**src/rtl/axis_multichannel_sync_repeater.sv**
```systemverilog
// axis_multichannel_sync_repeater: per-channel sample bank replayed as one AXI-stream burst per sync.
// Define SYNC_REPEATER_SKIP_STALE_EN to skip channels not written since the previous snapshot.
module axis_multichannel_sync_repeater #(
    parameter int DATA_WIDTH = 32,
    parameter int DEST_WIDTH = 8,
    parameter int USER_WIDTH = 8,
    parameter int N_CHANNELS = 4,
    parameter int DEST_BASE  = 0
) (
    input  logic                  clock,
    input  logic                  reset,
    input  logic                  sync,
    input  logic                  in_valid,
    output logic                  in_ready,
    input  logic [DATA_WIDTH-1:0] in_data,
    input  logic [DEST_WIDTH-1:0] in_dest,
    input  logic [USER_WIDTH-1:0] in_user,
    input  logic                  in_tlast,
    output logic                  out_valid,
    input  logic                  out_ready,
    output logic [DATA_WIDTH-1:0] out_data,
    output logic [DEST_WIDTH-1:0] out_dest,
    output logic [USER_WIDTH-1:0] out_user,
    output logic                  out_tlast,
    output logic                  sync_overrun,
    output logic                  dest_error
);
    localparam int W  = DATA_WIDTH + USER_WIDTH;
    localparam int CW = N_CHANNELS > 1 ? $clog2(N_CHANNELS) : 1;

    typedef enum logic {IDLE, EMIT} state_t;
    state_t state, state_nxt;

    logic [W-1:0]          bank [N_CHANNELS];
    logic [W-1:0]          snap [N_CHANNELS];
    logic [DEST_WIDTH:0]   offset;
    logic                  in_range, wr, take, last, unused;
    logic [CW-1:0]         wr_idx, cur;
    logic [N_CHANNELS-1:0] wr_oh;

    assign in_ready = reset;
    assign unused   = in_tlast;
    // Extra MSB catches dests below DEST_BASE as a negative offset
    assign offset   = {1'b0, in_dest} - (DEST_WIDTH+1)'(DEST_BASE);
    assign in_range = !offset[DEST_WIDTH] && offset < (DEST_WIDTH+1)'(N_CHANNELS);
    assign wr       = in_valid && in_range;
    assign wr_idx   = offset[CW-1:0];
    assign take     = state == EMIT && out_ready;

    always_comb begin
        wr_oh = '0;
        if (wr) wr_oh[wr_idx] = 1'b1;
    end

    always_ff @(posedge clock or negedge reset) begin
        if (!reset) begin
            for (int i = 0; i < N_CHANNELS; i++) begin
                bank[i] <= '0;
                snap[i] <= '0;
            end
            sync_overrun <= 1'b0;
            dest_error   <= 1'b0;
        end else begin
            if (wr) bank[wr_idx] <= {in_data, in_user};
            if (state == IDLE && sync)
                for (int i = 0; i < N_CHANNELS; i++)
                    snap[i] <= wr_oh[i] ? {in_data, in_user} : bank[i];
            sync_overrun <= sync && state == EMIT;
            dest_error   <= in_valid && !in_range;
        end
    end

    always_ff @(posedge clock or negedge reset) begin
        if (!reset) state <= IDLE;
        else state <= state_nxt;
    end

`ifdef SYNC_REPEATER_SKIP_STALE_EN
    logic [N_CHANNELS-1:0] fresh, pending, rest;

    // pending holds the channels of the current burst still to be emitted
    always_ff @(posedge clock or negedge reset) begin
        if (!reset) begin
            fresh   <= '0;
            pending <= '0;
        end else if (state == IDLE && sync) begin
            fresh   <= wr_oh;
            pending <= fresh | wr_oh;
        end else begin
            fresh <= fresh | wr_oh;
            if (take) pending <= rest;
        end
    end

    always_comb begin
        cur = '0;
        for (int i = N_CHANNELS - 1; i >= 0; i--)
            if (pending[i]) cur = CW'(i);
        rest = pending;
        rest[cur] = 1'b0;
        last = rest == '0;
        state_nxt = state;
        if (state == IDLE && sync && (fresh | wr_oh) != '0) state_nxt = EMIT;
        if (take && last) state_nxt = IDLE;
    end
`else
    logic [CW-1:0] ch;

    always_ff @(posedge clock or negedge reset) begin
        if (!reset) ch <= '0;
        else if (state == IDLE && sync) ch <= '0;
        else if (take && !last) ch <= ch + 1'b1;
    end

    always_comb begin
        cur = ch;
        last = ch == CW'(N_CHANNELS - 1);
        state_nxt = state;
        if (state == IDLE && sync) state_nxt = EMIT;
        if (take && last) state_nxt = IDLE;
    end
`endif

    assign out_valid            = state == EMIT;
    assign {out_data, out_user} = out_valid ? snap[cur] : '0;
    assign out_dest             = out_valid ? DEST_WIDTH'(DEST_BASE) + DEST_WIDTH'(cur) : '0;
    assign out_tlast            = out_valid && last;
endmodule
```
**config.mk**
```make
export PLATFORM = sky130hd
export DESIGN_NAME = axis_multichannel_sync_repeater
export DESIGN_NICKNAME = d
export VERILOG_FILES = /design/src/rtl/axis_multichannel_sync_repeater.sv
export SDC_FILE = /design/constraint.sdc
export NUM_CORES = 1
export LEC_CHECK = 0
export ABC_CLOCK_PERIOD_IN_PS = 1760
export CAP_MARGIN = 10
export CORE_MARGIN = 1
export CORE_UTILIZATION = 40
export DETAILED_ROUTE_END_ITERATION = 10
export PLACE_DENSITY = 0.72
export SLEW_MARGIN = 0
export SYNTH_ARGS = -nofsm -noshare
export SYNTH_HDL_FRONTEND = slang
export SYNTH_SLANG_ARGS = --single-unit
```
**constraint.sdc**
```tcl
create_clock -name clock -period 1.76 [get_ports clock]
set_input_delay 0.264 -clock clock [delete_from_list [all_inputs] [get_ports clock]]
set_output_delay 0.264 -clock clock [all_outputs]
set_load 0.01 [all_outputs]
```
Word level (Yosys, flattened, before mapping)

Cells that the tools add are included.

Register bits: 325
Input port bits: 54
Output and inout bits: 53
Word-level logic and storage cells: 56

$add $sub $neg: 1
Magnitude comparators: 6
Equal/unequal tests: 1
Mux-type cells: 19
Bitwise operators: 3
Reductions and logical operators: 14

Operator list:

| kind                  | count |
|---|---|
| $mux W40              | 8 |
| $bwmux W160           | 1 |
| $bmux W40 S2          | 1 |
| $demux W40 S2         | 1 |
| $logic_and A1 B1 Y1   | 10 |
| $lt A8 B3 Y1 const B  | 1 |
| $ge A3 B3 Y1 const B  | 2 |
| $mux W2               | 3 |
| $not A2 Y3            | 2 |
| $mux W4               | 1 |
| $reduce_bool A2 Y1    | 2 |
| $lt A2 B3 Y1 const B  | 1 |
| $lt A3 B1 Y1 const B  | 1 |
| $mux W1               | 3 |
| $add A2 B1 Y2 const B | 1 |
| $demux W1 S2          | 1 |
| $eq A2 B2 Y1 const B  | 1 |
| $ge A2 B1 Y1 const B  | 1 |
| $logic_not A1 Y1      | 2 |
| $not A1 Y1            | 1 |

Depth between registers and ports, before layout

Word-level depth: 6
Gate-level depth with buffers: 6
Gate-level depth less buffers: 4

Worst setup path after synthesis

Ideal clock, no wire load.

Path type: reg-to-output
From: register ch[0]
To: output port out_data[10]
Data arrival time: 1644 ps
Required time: 1496 ps
Path slack: -148 ps
Cell stages (with the launch flop): 5
Buffers on the path: 2
Cells stage by stage: dfrtp_1 clkbuf_1 buf_2 mux4_2 and2_1

Longest elaborated chain between the ends: 5

RTL lines:

| item                                        | RTL line | source |
|---|---|---|
| from (decl)                                 | 107      | `logic [CW-1:0] ch;` |
| from (signal assigned)                      | 112      | `else if (take && !last) ch <= ch + 1'b1;` |
| $not A2 Y3 (not written as such)            | 125      | `assign {out_data, out_user} = out_valid ? snap[cur] : '0;` |
| $bmux W40 S2                                | 125      |  |
| $mux W40 (not written as such) (2 in a row) | 125      |  |
| $mux W40                                    | 125      |  |
| to (decl)                                   | 21       | `output logic [DATA_WIDTH-1:0] out_data,` |

Every way passes these cells. The select of a mux whose other input is x is not followed.

Worst setup path in the final report

From: register ch[0]
To: output port out_data[2]

Same word-level chain as after synthesis.

==> run metrics <==
status=finished, violations left; failing checks=setup timing; io pins=107; CP Max Fanout=5; root cell of the clock tree=clkbuf_16; grt ovf=0; crit-path cells=buf_12 -> buf_8 -> buf_16 -> mux4_2 -> and2_4 -> buf_6; Worst Setup Path Type=flop to output port; Die W=198 microns; hold worst-path end=dest_error$_DFF_PN0_; cell area after synthesis=15300 sq um; Initial Utilization=40.7%; Synth Register Bits=325; Final Non-Filler Cells=1742; Routed Antenna Nets=0; Via Count=9561; number of global-route vias before repair=10.2k; crit path time final=2.47 ns; setup ws final=-0.706 ns; Max Cap Violations=0; ant diodes=0; flop2flop setup slack=-0.29 ns; maximum VDD drop=0.534 mV; CTS Buf Count=35; vias per inst=5.49; total negative slack=-49.97 ns; Slew Limit Fails=0; final setup violation count=203; NumNets Final=1261; P&R area growth vs syn=36.5%; ratio of cells with drive above 1 in the final layout=66.0%; CTS tree=built; Warnings, synthesis=0; Iteration-0 DRC Markers=590; later-pin clock latency in the skew report=0.51 ns; hpwl dp=21100 microns; clock buffer depth=3; drt pass-1 iters=5; Hold Crit Class=primary input to flop; Worst Skew=0.00780 ns; Crit path arrival time=2.20 ns; most common cell after layout, fill and taps aside=mux2_2; reg2reg path depth=8; FF+latch area=8140 sq um; Worst slew margin=38.0%; startpoint types=flop; H-tree levels=2; Main synth FF type=dfrtp_1; gpl congestion=0.721; Worst Path Required=1.50 ns; Worst-path clk slew=0.06 ns; Post-DP Area=17400 sq um; Hold Startpoint=in_valid; final wirelength=44600 microns; core area=37700 sq um; clock sink count=325; post-synthesis cell type count=28; commonest non-fill, non-tap cells in the layout=369 x mux2_2, 322 x dfrtp_1, 107 x mux2_4; Syn Area/Cell=15.5 sq um; dpl cells=1589; overall routing resource usage=22.4%; Mapped Cells=988; reg2reg start=out_valid$_DFFE_PN0P_; first-pass GRT wire length=65100 microns; top post-synthesis cells by area=dfrtp_1 53%, mux2_2 34%, mux4_2 5.9%, and2_1 1.8%, buf_2 0.82%; post-synthesis sequential area ratio=53.0%; leakage=10.5 nW; FP Rows=71; hold-critical path depth=2; largest net degree at the start of global routing=153; Tcrit/Tclk final=140%; die height=198 microns; worst slew pin tran=0.930 ns; fmax=0.405 GHz; multi-input logic area=7400 sq um; design area=20900 sq um; Filler Cells Inserted=2874; antenna violations before repair=1; critical path endpoint category=output port; Hold Vio Cnt, Final=0; P per Cell Area=1160 nW/um^2; Synth area leader=dfrtp_1; Die Footprint=39100 sq um; RSZ-0062 raised after global routing=yes; crit path max-delay cell type=dfrtp_4; Post-route DRC=0; worst reg2reg path endpoint=snap[138]$_DFFE_PN0P_; average wire per standard cell=25.6 microns; Yosys top cell area share=53.0%; number of port buffers=99; number of enable flip-flop cells after synthesis=0; slowest stage delay, CP=0.53 ns; Async S/R FF share, synth=100%; total power=24.2 mW
-- critical path: cells and delay by family (launching register included) --
family | cells | cell delay [ns]
buf+inv | 4 | 0.54
flops | 1 | 0.53
mux | 1 | 0.45
simple gates | 1 | 0.16
-- synth_stat cells (all sizes together), types with 2 or more instances --
cell / number
and2: 44
buf: 55
clkbuf: 17
dfrtp: 325
mux2: 480
mux2i: 2
mux4: 40
nand2b: 2
nand3: 4
nand4: 2
nor2b: 2
nor3b: 4
-- cell families (layout without fill, tap and decap cells) --
kind of cell	count (synthesis)	after routing	share of synthesized area, %
adder cells (fa/ha/maj)	1	1	0.0815
other	1	6	0.0244
AND/OR/NAND/NOR	63	63	2.93
AO/OA/AOI/OAI	3	3	0.147
buffers and inverters	72	310	2.53
XOR/XNOR	1	1	0.0571
multiplexers	522	522	41.2
flip-flops	325	325	53.0
-- per-stage QoR --
step | worst slack [ns] | hold slack [ns] | utilization, %
after floorplan | -0.0689 | -0.0316 | -
after global routing | -0.757 | 0.0418 | 55.6
after global placement | -0.619 | 0.396 | 46.1
after detailed placement | -0.662 | 0.389 | 46.1
after CTS | -0.722 | 0.334 | 54.6
final | -0.706 | 0.0431 | 55.6
-- what timing repair did --
| item | CTS | global route |
|---|---|---|
| endpoints found under the setup margin | 213 | 284 |
| setup buffers | 50 | 9 |
| gates resized for setup | 373 | 106 |
| hold endpoints to repair | 175 | 0 |
| cloned | 38 | 11 |
| hold buffers | 1 | 0 |
| pin swaps | 42 | 8 |
-- area by class of cell --
cell class	instances	area share (%)
Multi-Input combinational cell	596	35.4
Sequential cell	325	38.9
Timing Repair Buffer	248	17.4
Tap cell	511	3.05
Clock buffer	54	5.11
Clock inverter	8	0.203
-- worst max-delay path by stage --
stage                                     start                    end  slack [ns]  cells past startpoint
after detailed placement             in_dest[6]   bank[86]$_DFFE_PN0P_       -0.66                      5
after floorplan           out_valid$_DFFE_PN0P_  snap[120]$_DFFE_PN0P_       -0.07                      6
after CTS                     ch[0]$_DFFE_PN0P_           out_data[13]       -0.72                      6
after global placement               in_dest[6]   bank[85]$_DFFE_PN0P_       -0.62                      5
after global routing          ch[0]$_DFFE_PN0P_            out_data[2]       -0.76                      6
final                         ch[0]$_DFFE_PN0P_            out_data[2]       -0.71                      6
-- sequential cells by signal, indices dropped and copies added, names as in the netlist --
register	count
ch	2
bank	160
out_valid	1
sync_overrun	1
dest_error	1
snap	160
-- power breakdown --
group	switching, mW	leakage [nW]	internal (mW)
Sequential	0.554	4.47	8.43
Clock	2.99	0.552	4.18
Combinational	3.08	5.48	4.95
Total	6.63	10.5	17.6
-- per-layer routing --
layer,up-vias,GRT usage (%),part of all wire [%]
li1,4064,-,-
met1,5106,30.2,43
met2,289,37.2,49
met3,100,3.39,5.1
met4,2,6.80,3.2
met5,-,0,0.038
(Power assumes the default switching activity.)
